[config.mk]
export PLATFORM = sky130hd
export DESIGN_NAME = ram_stream_reader_flat
export DESIGN_NICKNAME = d
export VERILOG_FILES = /design/src/rtl/ram_stream_reader_pkg.sv /design/src/rtl/ram_stream_reader_if.sv /design/src/rtl/ram_stream_reader_stream_fifo.sv /design/src/rtl/ram_stream_reader.sv /design/src/flat_wrapper.sv
export SDC_FILE = /design/constraint.sdc
export NUM_CORES = 1
export LEC_CHECK = 0
export ABC_CLOCK_PERIOD_IN_PS = 3100
export BUFFER_PORTS_ARGS = -buffer_cell sky130_fd_sc_hd__clkbuf_2
export CORE_ASPECT_RATIO = 0.7
export CORE_MARGIN = 2
export CORE_UTILIZATION = 50
export CTS_CLUSTER_DIAMETER = 150
export DETAILED_ROUTE_END_ITERATION = 7
export PLACE_DENSITY = 0.7
export SETUP_SLACK_MARGIN = 0.4
export SLEW_MARGIN = 5
export SYNTH_ARGS = -nofsm -noshare
export SYNTH_HDL_FRONTEND = slang
export SYNTH_SLANG_ARGS = --single-unit
export TNS_END_PERCENT = 20
[constraint.sdc]
create_clock -name clk -period 3.1 [get_ports clk]
set_input_delay 0.155 -clock clk [delete_from_list [all_inputs] [get_ports clk]]
set_output_delay 0.155 -clock clk [all_outputs]
set_load 0.03 [all_outputs]
[src/rtl/ram_stream_reader_pkg.sv]
// Shared definitions for the RAM stream reader.
// Holds the controller state encoding and the output FIFO sizing constants.

package ram_stream_reader_pkg;

  typedef enum logic [1:0] {
    StIdle,
    StIssue,
    StDrain,
    StDone
  } state_e;

  // Output FIFO depth; reads are throttled so that buffered plus in-flight words never exceed it.
  localparam int unsigned FIFO_DEPTH = 4;
  localparam int unsigned FIFO_OCC_W = $clog2(FIFO_DEPTH + 1);

endpackage

[src/rtl/ram_stream_reader_if.sv]
// Bus bundle for the RAM stream reader.
// Groups the RAM read port and the outgoing valid/ready word stream.
//   read_en / read_address : read request towards the RAM (1-cycle read latency)
//   read_data_out          : RAM read data, valid the cycle after read_en
//   m_valid / m_ready      : output stream handshake
//   m_data / m_last        : output stream word and end-of-burst marker
// master: the reader side. slave: the RAM plus stream consumer side.

interface ram_stream_reader_if #(
  parameter int unsigned WIDTH      = 72,
  parameter int unsigned DEPTH_BITS = 12
) ();

  logic                  read_en;
  logic [DEPTH_BITS-1:0] read_address;
  logic [WIDTH-1:0]      read_data_out;
  logic                  m_valid;
  logic                  m_ready;
  logic [WIDTH-1:0]      m_data;
  logic                  m_last;

  modport master (
    output read_en,
    output read_address,
    input  read_data_out,
    output m_valid,
    input  m_ready,
    output m_data,
    output m_last
  );

  modport slave (
    input  read_en,
    input  read_address,
    output read_data_out,
    input  m_valid,
    output m_ready,
    input  m_data,
    input  m_last
  );

endinterface

[src/rtl/ram_stream_reader_stream_fifo.sv]
// stream_fifo: small synchronous FIFO with the head word driven straight from storage flops.
//   clk, rst          : clock and synchronous active-high reset (flushes contents)
//   push, push_data   : write one word (ignored when full)
//   pop               : consume the head word (ignored when empty)
//   full, empty       : status flags
//   occupancy         : number of stored words, registered
//   pop_data          : head word; stays stable until popped

module stream_fifo #(
  parameter int unsigned WIDTH = 8,
  parameter int unsigned DEPTH = 4
) (
  input  logic                       clk,
  input  logic                       rst,
  input  logic                       push,
  input  logic [WIDTH-1:0]           push_data,
  input  logic                       pop,
  output logic                       full,
  output logic                       empty,
  output logic [$clog2(DEPTH+1)-1:0] occupancy,
  output logic [WIDTH-1:0]           pop_data
);

  localparam int unsigned PtrW = (DEPTH > 1) ? $clog2(DEPTH) : 1;
  localparam int unsigned OccW = $clog2(DEPTH + 1);

  logic [WIDTH-1:0] mem_q [DEPTH];
  logic [PtrW-1:0]  wr_ptr_q;
  logic [PtrW-1:0]  rd_ptr_q;
  logic [OccW-1:0]  occ_q;
  logic             push_ok;
  logic             pop_ok;

  function automatic logic [PtrW-1:0] ptr_inc(input logic [PtrW-1:0] p);
    if (p == PtrW'(DEPTH - 1)) begin
      return '0;
    end
    return p + PtrW'(1);
  endfunction

  assign full      = (occ_q == OccW'(DEPTH));
  assign empty     = (occ_q == '0);
  assign occupancy = occ_q;
  assign pop_data  = mem_q[rd_ptr_q];
  assign push_ok   = push && !full;
  assign pop_ok    = pop && !empty;

  always_ff @(posedge clk) begin
    if (rst) begin
      wr_ptr_q <= '0;
      rd_ptr_q <= '0;
      occ_q    <= '0;
      // Storage is cleared too so the head word reads as zero after reset.
      for (int i = 0; i < int'(DEPTH); i++) begin
        mem_q[i] <= '0;
      end
    end else begin
      if (push_ok) begin
        mem_q[wr_ptr_q] <= push_data;
        wr_ptr_q        <= ptr_inc(wr_ptr_q);
      end
      if (pop_ok) begin
        rd_ptr_q <= ptr_inc(rd_ptr_q);
      end
      unique case ({push_ok, pop_ok})
        2'b10:   occ_q <= occ_q + OccW'(1);
        2'b01:   occ_q <= occ_q - OccW'(1);
        default: occ_q <= occ_q;
      endcase
    end
  end

endmodule

[src/rtl/ram_stream_reader.sv]
// ram_stream_reader: streams a burst of consecutive RAM words out over a valid/ready interface.
//   clk, rst   : clock and synchronous active-high reset
//   start      : one-cycle burst request, only honoured while idle
//   base_addr  : first RAM address of the burst (wraps at 2^DEPTH_BITS)
//   count      : burst length, 0..2^DEPTH_BITS
//   busy       : high whenever the controller is not idle
//   done       : one-cycle pulse when the burst has been fully delivered
//   bus        : RAM read port and output stream (master side)
// Reads are issued only while buffered plus in-flight words stay below the FIFO depth, so the
// FIFO can never overflow and m_ready never reaches the read port combinationally.

module ram_stream_reader
  import ram_stream_reader_pkg::*;
#(
  parameter int unsigned WIDTH      = 72,
  parameter int unsigned DEPTH_BITS = 12
) (
  input  logic                  clk,
  input  logic                  rst,
  input  logic                  start,
  input  logic [DEPTH_BITS-1:0] base_addr,
  input  logic [DEPTH_BITS:0]   count,
  output logic                  busy,
  output logic                  done,
  ram_stream_reader_if.master   bus
);

  localparam int unsigned CntW = DEPTH_BITS + 1;

  state_e                  state_q, state_d;
  logic [DEPTH_BITS-1:0]   base_q, base_d;
  logic [CntW-1:0]         count_q, count_d;
  logic [CntW-1:0]         issued_q, issued_d;
  logic [CntW-1:0]         delivered_q, delivered_d;
  logic                    inflight_q;
  logic                    inflight_last_q;

  logic                    read_en;
  logic                    issue_last;
  logic                    can_issue;
  logic                    handshake;
  logic [FIFO_OCC_W-1:0]   pending;

  logic                    fifo_full;
  logic                    fifo_empty;
  logic [FIFO_OCC_W-1:0]   fifo_occ;
  logic [WIDTH:0]          fifo_out;

  // Only registered state feeds the issue decision.
  assign pending    = fifo_occ + FIFO_OCC_W'(inflight_q);
  assign can_issue  = (pending < FIFO_OCC_W'(FIFO_DEPTH)) && !fifo_full;
  assign issue_last = (issued_q == count_q - CntW'(1));
  assign handshake  = !fifo_empty && bus.m_ready;

  always_comb begin
    state_d     = state_q;
    base_d      = base_q;
    count_d     = count_q;
    issued_d    = issued_q;
    delivered_d = delivered_q;
    read_en     = 1'b0;

    if (handshake) begin
      delivered_d = delivered_q + CntW'(1);
    end

    unique case (state_q)
      StIdle: begin
        if (start) begin
          base_d      = base_addr;
          count_d     = count;
          issued_d    = '0;
          delivered_d = '0;
          state_d     = (count != '0) ? StIssue : StDone;
        end
      end
      StIssue: begin
        if (can_issue) begin
          read_en  = 1'b1;
          issued_d = issued_q + CntW'(1);
          if (issue_last) begin
            state_d = StDrain;
          end
        end
      end
      StDrain: begin
        if (handshake && (delivered_q == count_q - CntW'(1))) begin
          state_d = StDone;
        end
      end
      StDone: begin
        state_d = StIdle;
      end
      default: begin
        state_d = StIdle;
      end
    endcase
  end

  always_ff @(posedge clk) begin
    if (rst) begin
      state_q         <= StIdle;
      base_q          <= '0;
      count_q         <= '0;
      issued_q        <= '0;
      delivered_q     <= '0;
      inflight_q      <= 1'b0;
      inflight_last_q <= 1'b0;
    end else begin
      state_q         <= state_d;
      base_q          <= base_d;
      count_q         <= count_d;
      issued_q        <= issued_d;
      delivered_q     <= delivered_d;
      // RAM data returns one cycle after the read, tagged with its end-of-burst flag.
      inflight_q      <= read_en;
      inflight_last_q <= read_en && issue_last;
    end
  end

  stream_fifo #(
    .WIDTH (WIDTH + 1),
    .DEPTH (FIFO_DEPTH)
  ) u_fifo (
    .clk       (clk),
    .rst       (rst),
    .push      (inflight_q),
    .push_data ({inflight_last_q, bus.read_data_out}),
    .pop       (handshake),
    .full      (fifo_full),
    .empty     (fifo_empty),
    .occupancy (fifo_occ),
    .pop_data  (fifo_out)
  );

  assign bus.read_en      = read_en;
  assign bus.read_address = base_q + issued_q[DEPTH_BITS-1:0];
  assign bus.m_valid      = !fifo_empty;
  assign bus.m_data       = fifo_out[WIDTH-1:0];
  assign bus.m_last       = fifo_out[WIDTH];
  assign busy             = (state_q != StIdle);
  assign done             = (state_q == StDone);

endmodule

[src/flat_wrapper.sv]
// flat-port wrapper written by rule: the top's interface ports become plain ports
module ram_stream_reader_flat import ram_stream_reader_pkg::*;
#(
  parameter int unsigned WIDTH      = 72,
  parameter int unsigned DEPTH_BITS = 12
)
  (clk, rst, start, base_addr, count, busy, done, bus_read_en, bus_read_address, bus_read_data_out, bus_m_valid, bus_m_ready, bus_m_data, bus_m_last);
  ram_stream_reader_if #(.WIDTH(WIDTH), .DEPTH_BITS(DEPTH_BITS)) bus_i ();
  input  logic clk;
  input  logic rst;
  input  logic start;
  input  logic [DEPTH_BITS-1:0] base_addr;
  input  logic [DEPTH_BITS:0] count;
  output logic busy;
  output logic done;
  output wire logic [$bits(bus_i.read_en)-1:0] bus_read_en;
  output wire logic [$bits(bus_i.read_address)-1:0] bus_read_address;
  input wire logic [$bits(bus_i.read_data_out)-1:0] bus_read_data_out;
  output wire logic [$bits(bus_i.m_valid)-1:0] bus_m_valid;
  input wire logic [$bits(bus_i.m_ready)-1:0] bus_m_ready;
  output wire logic [$bits(bus_i.m_data)-1:0] bus_m_data;
  output wire logic [$bits(bus_i.m_last)-1:0] bus_m_last;
  assign bus_read_en = bus_i.read_en;
  assign bus_read_address = bus_i.read_address;
  assign bus_i.read_data_out = bus_read_data_out;
  assign bus_m_valid = bus_i.m_valid;
  assign bus_i.m_ready = bus_m_ready;
  assign bus_m_data = bus_i.m_data;
  assign bus_m_last = bus_i.m_last;
  ram_stream_reader #(.WIDTH(WIDTH), .DEPTH_BITS(DEPTH_BITS)) u_core (.clk(clk), .rst(rst), .start(start), .base_addr(base_addr), .count(count), .busy(busy), .done(done), .bus(bus_i));
endmodule
* Word level (Yosys, flattened, before mapping)
Memories as Yosys holds them, arrays and structs flattened. A register that Yosys moved wholly into a read port is not among the register bits.
Index checks and enable logic that the tools add are counted.
** Cells by class
- Add/sub/neg operators :: 9
- $lt $le $gt $ge :: 1
- Equal/unequal tests :: 14
- Multiplexer cells :: 35
- Reduce and logical (&&, ||, !) cells :: 18
** Operator list (number)
- 73-bit two-way mux :: 1
- 73-bit OR reduction :: 1
- 13-bit two-way mux :: 5
- 13-bit by 1-bit adder with 13-bit output, second input constant :: 2
- 13-bit == test :: 2
- 13-bit one-hot mux with 2 select lines :: 1
- 2-bit two-way mux :: 12
- 1-bit two-way mux :: 14
- 13-bit nonzero test :: 1
- 13-bit by 1-bit subtractor with 13-bit output, second input constant :: 1
- 12-bit adder :: 1
- 2-bit == test, second input constant :: 5
- 2-bit one-hot mux with 4 select lines :: 1
- 1-bit logical AND :: 6
- 2-bit by 1-bit inequality test with 1-bit output, second input constant :: 3
- 3-bit one-hot mux with 2 select lines :: 1
- 2-bit nonzero test :: 3
- 2-bit by 1-bit adder with 2-bit output, second input constant :: 2
- 2-bit by 1-bit == test with 1-bit output, second input constant :: 2
- 4-bit AND reduction :: 1
- 3-bit by 1-bit adder with 3-bit output :: 1
- 3-bit by 1-bit adder with 3-bit output, second input constant :: 1
- 3-bit == test, second input constant :: 1
- 3-bit zero test :: 1
- other kinds (7) :: 8
** Storage, ports and cells
- Flip-flop bits (word level) :: 62
- Bits in writable memories :: 292
- Input bits :: 101
- Memories :: 1
** Memory list
- u_core.u_fifo.mem_q :: words 4, bits a word 73, rd ports 1, clocked after memory_dff 1, write ports 4, RTL line ram_stream_reader_stream_fifo.sv:27 : logic [WIDTH-1:0] mem_q [DEPTH];

* Logic depth before layout (Yosys ltp)
Gate-level depths: netlist of the first run.
- Depth in word-level cells :: 9
- Depth in mapped cells :: 11

* Modules after synthesis
Synthesis of the first run repeated with hierarchy kept, for this count alone.
** Second synthesis, totals
- Cell total of the unflattened synthesis :: 1222
- Area, all modules :: 16620.9 um^2
** By module, submodules not included
- stream_fifo :: instances 1, cells each 758, area each 13038.8 um^2
- ram_stream_reader :: instances 1, cells each 464, area each 3582.2 um^2

* Worst setup path before layout of the first run
No wires, ideal clock.
- Kind :: reg2reg
- From :: register u_core.u_fifo.occ_q[0], in the netlist u_core.u_fifo.occupancy[0]
- To :: memory u_core.u_fifo.mem_q[2][0] (netlist bit) (enable)
- Setup time :: 400 ps
- Data arrival time :: 2410 ps
- Data required time :: 2700 ps
- Path slack :: 290 ps
- Cell stages (with the launch flop) :: 8
- Path buffers :: 1
- Cells stage by stage :: dfxtp_1 inv_1 nand3_1 nand2_1 or2_2 nor3b_1 clkbuf_1 or2_2
** RTL lines
- start: declaration :: RTL line ram_stream_reader_stream_fifo.sv:30 : logic [OccW-1:0] occ_q;
- start signal: assignment :: RTL line ram_stream_reader_stream_fifo.sv:66 : 2'b10: occ_q <= occ_q + OccW'(1);
- start signal: assignment :: RTL line ram_stream_reader_stream_fifo.sv:67 : 2'b01: occ_q <= occ_q - OccW'(1);
- start signal: assignment :: RTL line ram_stream_reader_stream_fifo.sv:68 : default: occ_q <= occ_q;
- end: declaration :: RTL line ram_stream_reader_stream_fifo.sv:27

* Final worst setup path of the first run
- From :: register u_core.issued_q[1]
- To :: output bus_read_address[9]
** Between the ends
- Cells in the longest elaborated chain, start to end :: 1
** Ends and longest elaborated chain
- start: declaration :: RTL line ram_stream_reader.sv:33 : logic [CntW-1:0] issued_q, issued_d;
- start signal: assignment :: RTL line ram_stream_reader.sv:113 : issued_q <= issued_d;
- 12-bit adder :: RTL line ram_stream_reader.sv:137 : assign bus.read_address = base_q + issued_q[DEPTH_BITS-1:0];
- end: declaration :: RTL line flat_wrapper.sv:17 : output wire logic [$bits(bus_i.read_address)-1:0] bus_read_address;
Every way passes these cells.

==> results of run 1 <==
## how the worst min path moves through the flow
stage,to,start,cells past startpoint
after floorplan,u_core.count_q[0],count[0],2
after global placement,u_core.base_q[11],base_addr[11],3
after detailed placement,u_core.base_q[11],base_addr[11],3
after CTS,u_core.delivered_q[1],bus_m_ready,4
after global routing,u_core.delivered_q[1],bus_m_ready,4
final,u_core.delivered_q[1],bus_m_ready,4
## stage by stage
step | cells | total power [mW] | setup slack (ps) | instance area, um2
floorplan | 1212 | 8.30 | 305 | 16500
global placement | 1775 | 9.23 | 353 | 18000
detailed placement | 1775 | 9.30 | 307 | 18000
CTS | 1938 | 13.7 | 377 | 20200
global route | 1939 | 14.2 | 251 | 20200
finish | 1939 | 13.6 | 361 | 20200
## routing by layer
layer | wire length, um | track usage | part of all wire | vias to the layer above
met5 | 0 | 0 | 0 | -
met4 | 646 | 0.0534 | 0.017 | 0
met3 | 2130 | 0.0403 | 0.057 | 49
met2 | 17800 | 0.356 | 0.47 | 269
met1 | 17000 | 0.308 | 0.45 | 5159
li1 | - | - | - | 4932
## sequential cells by signal, summed over array words and instances (netlist names), named ones only
signal,cells
u_core.issued_q,13
u_core.u_fifo.rd_ptr_q,2
u_core.u_fifo.occupancy,3
u_core.inflight_q,1
u_core.inflight_last_q,1
u_core.count_q,13
u_core.state_q,2
u_core.delivered_q,13
u_core.u_fifo.wr_ptr_q,2
u_core.u_fifo.mem_q,292
u_core.base_q,12
## cell usage in the layout (no fill, tap or decap), types with 29 or more instances in the layout
master / synthesis / layout
xor2_1: 34 / 34
dfxtp_1: 64 / 57
dlygate4sd3_1: 0 / 97
mux4_2: 73 / 73
a21oi_1: 43 / 39
clkbuf_2: 0 / 187
xnor2_1: 29 / 29
clkbuf_16: 0 / 38
nand2_1: 75 / 75
nor2_1: 45 / 44
edfxtp_1: 292 / 292
and2_1: 293 / 293
## critical path: cells and delay by family, from the launching register on
family          cells  cell delay (ps)
buf+inv             1              210
flops               1              360
xor+xnor            1              120
simple gates        1              210
fa+ha+maj           1              290
compound gates      5              870
## power by group through the flow
stage               Clock, mW  Sequential [mW]  Combinational [mW]
CTS                      4.41             5.88                3.46
finish                   4.32             5.88                3.45
global route             4.58             5.93                3.71
detailed placement          0             5.98                3.31
global placement            0             5.96                3.27
floorplan                   0             5.80                2.50
## synthesized netlist by cell type, types with 5 or more instances
| cell | instances |
|---|---|
| and4_1 | 5 |
| nor3b_1 | 5 |
| edfxtp_1 | 292 |
| or2_2 | 5 |
| buf_1 | 12 |
| nand2b_1 | 7 |
| o21ai_0 | 9 |
| and3_1 | 7 |
| xnor2_1 | 29 |
| ha_1 | 21 |
| clkbuf_1 | 53 |
| nor4_1 | 6 |
| mux4_2 | 73 |
| nor3_1 | 15 |
| nand4_1 | 9 |
| dfxtp_1 | 64 |
| a21oi_1 | 43 |
| or3_1 | 9 |
| and2_1 | 293 |
| inv_1 | 21 |
| xor2_1 | 34 |
| nor2_1 | 45 |
| nand2_1 | 75 |
| nand3_1 | 17 |
## repair_timing
action	CTS	global route
hold buffers	97	0
endpoints found under the setup margin	6	6
pin swaps	9	4
gates resized for setup	20	10
endpoints found under the hold margin	313	0
gates cloned	0	0
buffers inserted	2	0
## cell type report
cell class	instances	area (um2)	share of cell area
diodes	1	2.50	0.000124
multi-input cells	761	6160	0.305
inverters	22	82.6	0.00409
well taps	427	534	0.0264
repair buffers	308	2200	0.109
flip-flops and latches	356	10100	0.498
clock buffers	49	1000	0.0496
clock inverters	15	160	0.00793
## cells by family after synthesis
group	after synthesis	share of synthesized area
and+or+nand+nor	510	0.176
DFF	356	0.609
buffers and inverters	95	0.0240
AOI/OAI and AO/OA	86	0.0319
muxes	75	0.101
xor gates and xnor gates	67	0.0389
adders and majority gates	23	0.0184
==> summary.txt, run 1 <==
Setup path
  • R2r endpoint: u_core.state_q[1]
  • Flop-to-flop setup slack: 410 ps
  • CP peak stage delay: about 360 ps
  • Type of origin of the critical path: flip-flop
  • CP max stage cell: dfxtp_4
  • Crit end category: output pin
  • Setup CP Type: flip-flop to output pin
  • CP max FO: 5
  • Worst reg2reg startpoint: u_core.count_q[0]
  • Crit path DAT: 2580 ps
  • Crit path from: u_core.issued_q[1]
  • R2R depth: 9
  • CP required: 2940 ps
  • Crit-path cells: ha_1 -> a21o_1 -> a21oi_2 -> o21a_1 -> o21ai_1 -> a41oi_2 -> nor2b_4 -> xnor2_1 -> clkbuf_4
  • Critical path destination: bus_read_address[9]

Routing
  • Final ANT Viol Nets: 0
  • Pre-antenna DRT Iters: 5
  • Vias/cell: 5.37
  • Initial DRC count: 791
  • Drt total wl: 37600 um
  • Via count: between 10000 and 15000
  • Routed WL per cell: approximately 19 um
  • DRC violation count after routing: 0

Placement
  • IO Port Bufs: approximately 190
  • Placer Congestion: around 0.86
  • Final HPWL DP: 22700 um

Flow run
  • MaxCap Viol Count: 0

Cells and area
  • Finished Core Util: 0.623
  • Fraction of layout cells with a size suffix above 1: 0.244
  • Layout area overhead: 22.5%
  • Fill cells: ~2400
  • Fin nets: approximately 1600

CTS
  • Htree depth: 2
  • Clk sinks: ~360
  • Worst-skew pair later-pin latency: 530 ps
  • Root Buffer: clkbuf_16
  • Buffer depth of the longest clock path: 3
  • Worst-path clk slew: roughly 60 ps
  • CTS tree: done
  • Number of buffers created by CTS: 35

Global routing
  • Number of global-route vias before repair: 10600
  • First-pass GRT wire length: 59100 um
  • Largest net degree at the start of global routing: 74
  • Initial antenna violation count: 1
  • Grt ovf: 0
  • GRT Total Usage: 0.219

Power and ir drop
  • Psw: around 4.2 mW
  • LEAKAGE: 7.81 nW
  • Peak VDD IR: 0.398 mV
  • Logic pwr share: 0.252
  • Part of the power in the clock network: 0.317
  • Pwr Density: 675 nW/um2
  • Internal: 9.49 mW
  • Sequential Power Share: 0.431
  • Sw frac: 0.304

Synth
  • Synthesized Nets: 1336
  • Post-synth top area share: 0.532
  • Flops & latches, synth: ~360
  • Syn. warnings: 0
  • Number of synthesized flops with an enable pin: 292
  • Syn avg cell area: 13.6 um2
  • Synth top area cells: edfxtp_1, and2_1, mux4_2, dfxtp_1, xor2_1
  • Post-synth top area cell: edfxtp_1
  • Post-synthesis sequential area ratio: 0.609
  • Asr flop ratio synth: 0
  • Most used DFF post-synth: edfxtp_1
  • Mapped cell area: between 15000 and 20000 um2
  • Number of library cell types mapped by synthesis: 59
  • Post-Syn Instances: around 1200

Timing
  • Fin Hold WS: 90.4 ps
  • Setup Skew: 19.2 ps
  • F_max: 365 MHz
  • RSZ-0062 raised after global routing: yes
  • Worst-margin pin slew: 905 ps
  • Setup TNS: 0 ps
  • Slew Limit Fails: 0
  • Slew margin rel.: 0.396
  • Period utilisation layout: 0.884
  • Final Hold Fails: 0
  • Fin crit period: around 2700 ps
  • Final-report setup violation count: 0

Hold path
  • Min-Delay Path Class: input pin to flip-flop

Floorplan
  • Io pins: 190
  • Die Wd: between 200 and 250 um
  • Die Ht: 156 um
  • FP Rows: 55
  • DIE AREA: 34500 um2
  • Core Footprint: about 32000 um2
  • Initial Utilization: 0.509

Outcome
  • Status: finished clean
Power figures use the tool's default switching activity.
==> run 2, diff against run 1 <==
Settings changed: ABC_CLOCK_PERIOD_IN_PS 3100 to 2800.
Clock period 3.1 ns to 2.8 ns, I/O delays scaled along.
==> run 2 against run 1 <==
Effect of this change:
- utilization rose by 1.7 points
- final area increased by 2.7%
- critical path type unchanged
- routed wire length rose by 3.8%
==> summary.txt, run 2 (synthesis results as in run 1) <==
Global routing
  • Grt ovf: 0 (unchanged)
  • M3 GR Usage: 0.0448 (was 0.0403)
  • GRT Total Usage: 0.225 (was 0.219)
  • Number of global-route vias before repair: 10900 (was 10600)
  • Largest net degree at the start of global routing: 74 (unchanged)
  • GR peak layer: met2 (unchanged)
  • Initial antenna violation count: 1 (unchanged)
  • First-pass GRT wire length: 60500 um (was 59100 um)
  • Met1 Use GR: 0.314 (was 0.308)
  • Grt met2 use: 0.368 (was 0.356)

Floorplan
  • DIE AREA: 34500 um2 (unchanged)
  • Core Footprint: 32400 um2 (unchanged)
  • Die Ht: 156 um (unchanged)
  • Io pins: 190 (unchanged)
  • FP Rows: 55 (unchanged)
  • Initial Utilization: 0.509 (unchanged)
  • Die Wd: 221 um (unchanged)

Flow run
  • MaxCap Viol Count: 0 (unchanged)

Power and ir drop
  • Sequential Power Share: 0.418 (was 0.431)
  • Pwr Density: 745 nW/um2 (was 675 nW/um2)
  • Psw: 4.74 mW (was 4.15 mW)
  • Sw frac: 0.307 (was 0.304)
  • Internal: 10.7 mW (was 9.49 mW)
  • Logic pwr share: 0.277 (was 0.252)
  • LEAKAGE: 8.02 nW (was 7.81 nW)
  • Part of the power in the clock network: 0.305 (was 0.317)
  • Peak VDD IR: 0.567 mV (was 0.398 mV)

CTS
  • CTS tree: done (unchanged)
  • Clk sinks: 356 (unchanged)
  • Buffer depth of the longest clock path: 3 (unchanged)
  • Root Buffer: clkbuf_16 (unchanged)
  • Htree depth: 2 (unchanged)
  • Worst-skew pair later-pin latency: 530 ps (about the same)
  • Number of buffers created by CTS: 36 (was 35)
  • Worst-path clk slew: 60 ps (about the same)

Setup path
  • Crit-path cells: ha_4 -> inv_2 -> fa_2 -> nor2b_2 -> o21ai_2 -> a21oi_2 -> o21ai_2 -> a21oi_4 -> o21a_1 -> o211ai_1 -> buf_4 (was ha_1 -> a21o_1 -> a21oi_2 -> o21a_1 -> o21ai_1 -> a41oi_2 -> nor2b_4 -> xnor2_1 -> clkbuf_4)
  • CP max stage cell: dfxtp_2 (was dfxtp_4)
  • Delay-heaviest family, CP: compound AO/OA/AOI/OAI gates (unchanged)
  • Crit path top cell by count: o21ai_2
  • Crit end category: output pin (unchanged)
  • Crit path DAT: 2620 ps (was 2580 ps)
  • Type of origin of the critical path: flip-flop (unchanged)
  • Flop-to-flop setup slack: 260 ps (was 410 ps)
  • WP buf/inv: 2 (was 1)
  • CP required: 2660 ps (was 2940 ps)
  • Worst reg2reg startpoint: u_core.count_q[0] (unchanged)
  • Setup CP Type: flip-flop to output pin (unchanged)
  • CP peak stage delay: 360 ps (about the same)
  • R2R depth: 8 (was 9)
  • CP max FO: 3 (was 5)
  • R2r endpoint: u_core.state_q[1] (unchanged)

Routing
  • Via count: 10700 (was 10400)
  • Drt total wl: 39000 um (was 37600 um)
  • Final ANT Viol Nets: 0 (unchanged)
  • Vias/cell: 5.43 (was 5.37)
  • Pre-antenna DRT Iters: 5 (unchanged)
  • DRC violation count after routing: 0 (unchanged)
  • Routed WL per cell: 19.8 um (was 19.4 um)
  • Initial DRC count: 862 (was 791)

Cells and area
  • Fraction of layout cells with a size suffix above 1: 0.289 (was 0.244)
  • Fin nets: 1639 (was 1608)
  • Fill cells: 2370 (was 2437)
  • Layout area overhead: 25.9% (was 22.5%)
  • Biggest register: u_core.u_fifo.mem_q (unchanged)
  • Post-route insts no fill: 1968 (was 1939)
  • Most frequent cells in the layout: and2_1, edfxtp_1, clkbuf_2 (unchanged)
  • Leading cell type in the layout, fill and taps excluded: and2_1 (unchanged)
  • Number of flip-flops in the largest register: 292 (unchanged)

Outcome
  • Status: finished clean (unchanged)

Placement
  • IO Port Bufs: 189 (unchanged)
  • Place WS: 40.7 ps (was 307 ps)
  • Final HPWL DP: 23200 um (was 22700 um)
  • Placed cell count: 1793 (was 1775)
  • Placer Congestion: 0.905 (was 0.864)

Hold path
  • Min-delay src: bus_m_ready (unchanged)
  • Min-Delay Path Class: input pin to flip-flop (unchanged)
  • Hold depth: 4 (unchanged)
  • Hold worst-path end: u_core.delivered_q[1] (unchanged)

Timing
  • RSZ-0062 raised after global routing: yes (unchanged)
  • F_max: 363 MHz
  • Setup Skew: 18.8 ps (was 19.2 ps)
  • Worst-margin pin slew: 605 ps (was 905 ps)
  • Fin crit period: roughly 2800 ps
  • Period utilisation layout: 0.985
  • Final-report setup violation count: 0 (unchanged)
  • Final setup margin: 42.1 ps (was 361 ps)
  • Slew margin rel.: 0.597 (was 0.396)
  • Final Hold Fails: 0 (unchanged)
  • Slew Limit Fails: 0 (unchanged)
==> run 2: cell types whose count changed in the layout (fill, tap and decap cells not counted), sizes merged <==
| cell | change |
|---|---|
| clkbuf | -8 |
| clkinvlp | +1 |
| clkinv | +2 |
| buf | +35 |
| diode | +1 |
| inv | -2 |
==> run 2: power by group through the flow <==
stage               registers, mW  clock network [mW]  logic [mW]
floorplan                    6.42                   0        2.77
global placement             6.54                   0        3.82
detailed placement           6.56                   0        3.85
CTS                          6.46                4.80        4.02
global route                 6.52                5.00        4.58
finish                       6.47                4.72        4.28
==> run 2: how the worst max path moves through the flow <==
stage	slack [ps]	from	endpoint	depth (start not counted)
after CTS	110	u_core.count_q[0]	u_core.state_q[1]	10
final	40	u_core.base_q[0]	bus_read_address[10]	11
after global placement	120	u_core.count_q[0]	u_core.state_q[1]	10
after global routing	-90	u_core.base_q[0]	bus_read_address[10]	11
after detailed placement	40	u_core.count_q[0]	u_core.state_q[1]	10
after floorplan	50	u_core.u_fifo.occupancy[0]	u_core.u_fifo.mem_q[0][0]	7
==> run 2: timing repair <==
item | 4_1_cts | 5_1_grt
setup endpoints to repair | 20 | 86
hold buffers | 97 | 0
resized for setup | 30 | 76
gates cloned | 0 | 1
setup buffers | 5 | 8
pin swaps | 19 | 29
hold endpoints to repair | 313 | 0
==> run 2: layer usage <==
layer,vias to the layer above,part of all wire
li1,4989,-
met1,5303,0.45
met2,339,0.47
met3,52,0.065
met4,0,0.017
met5,-,0
==> run 2: worst min-delay path, delay by kind of cell <==
kind	cells	cell delay (ps)
and+or+nand+nor	2	240
buffers and inverters	1	100
AOI/OAI and AO/OA	1	50
==> run 2: cell type report <==
type | instances | area (um2) | area share
clock buffers | 46 | 982 | 0.0473
inverters | 22 | 86.3 | 0.00416
flip-flops and latches | 356 | 10100 | 0.486
repair buffers | 338 | 2510 | 0.121
well taps | 427 | 534 | 0.0257
multi-input cells | 761 | 6400 | 0.308
clock inverters | 16 | 158 | 0.00759
diodes | 2 | 5.00 | 0.000241
==> run 2: metrics by stage <==
stage / cell area, um2 / power [mW] / hold slack [ps] / TNS (ps) / utilization
6_report: 20800 / 15.5 / 68.0 / 0 / 0.641
5_1_grt: 20800 / 16.1 / 112 / -114 / 0.640
4_1_cts: 20400 / 15.3 / 18.3 / 0 / 0.629
3_5_place_dp: 18100 / 10.4 / 371 / 0 / 0.560
3_3_place_gp: 18100 / 10.4 / 363 / 0 / 0.560
2_1_floorplan: 16500 / 9.19 / 276 / 0 / -
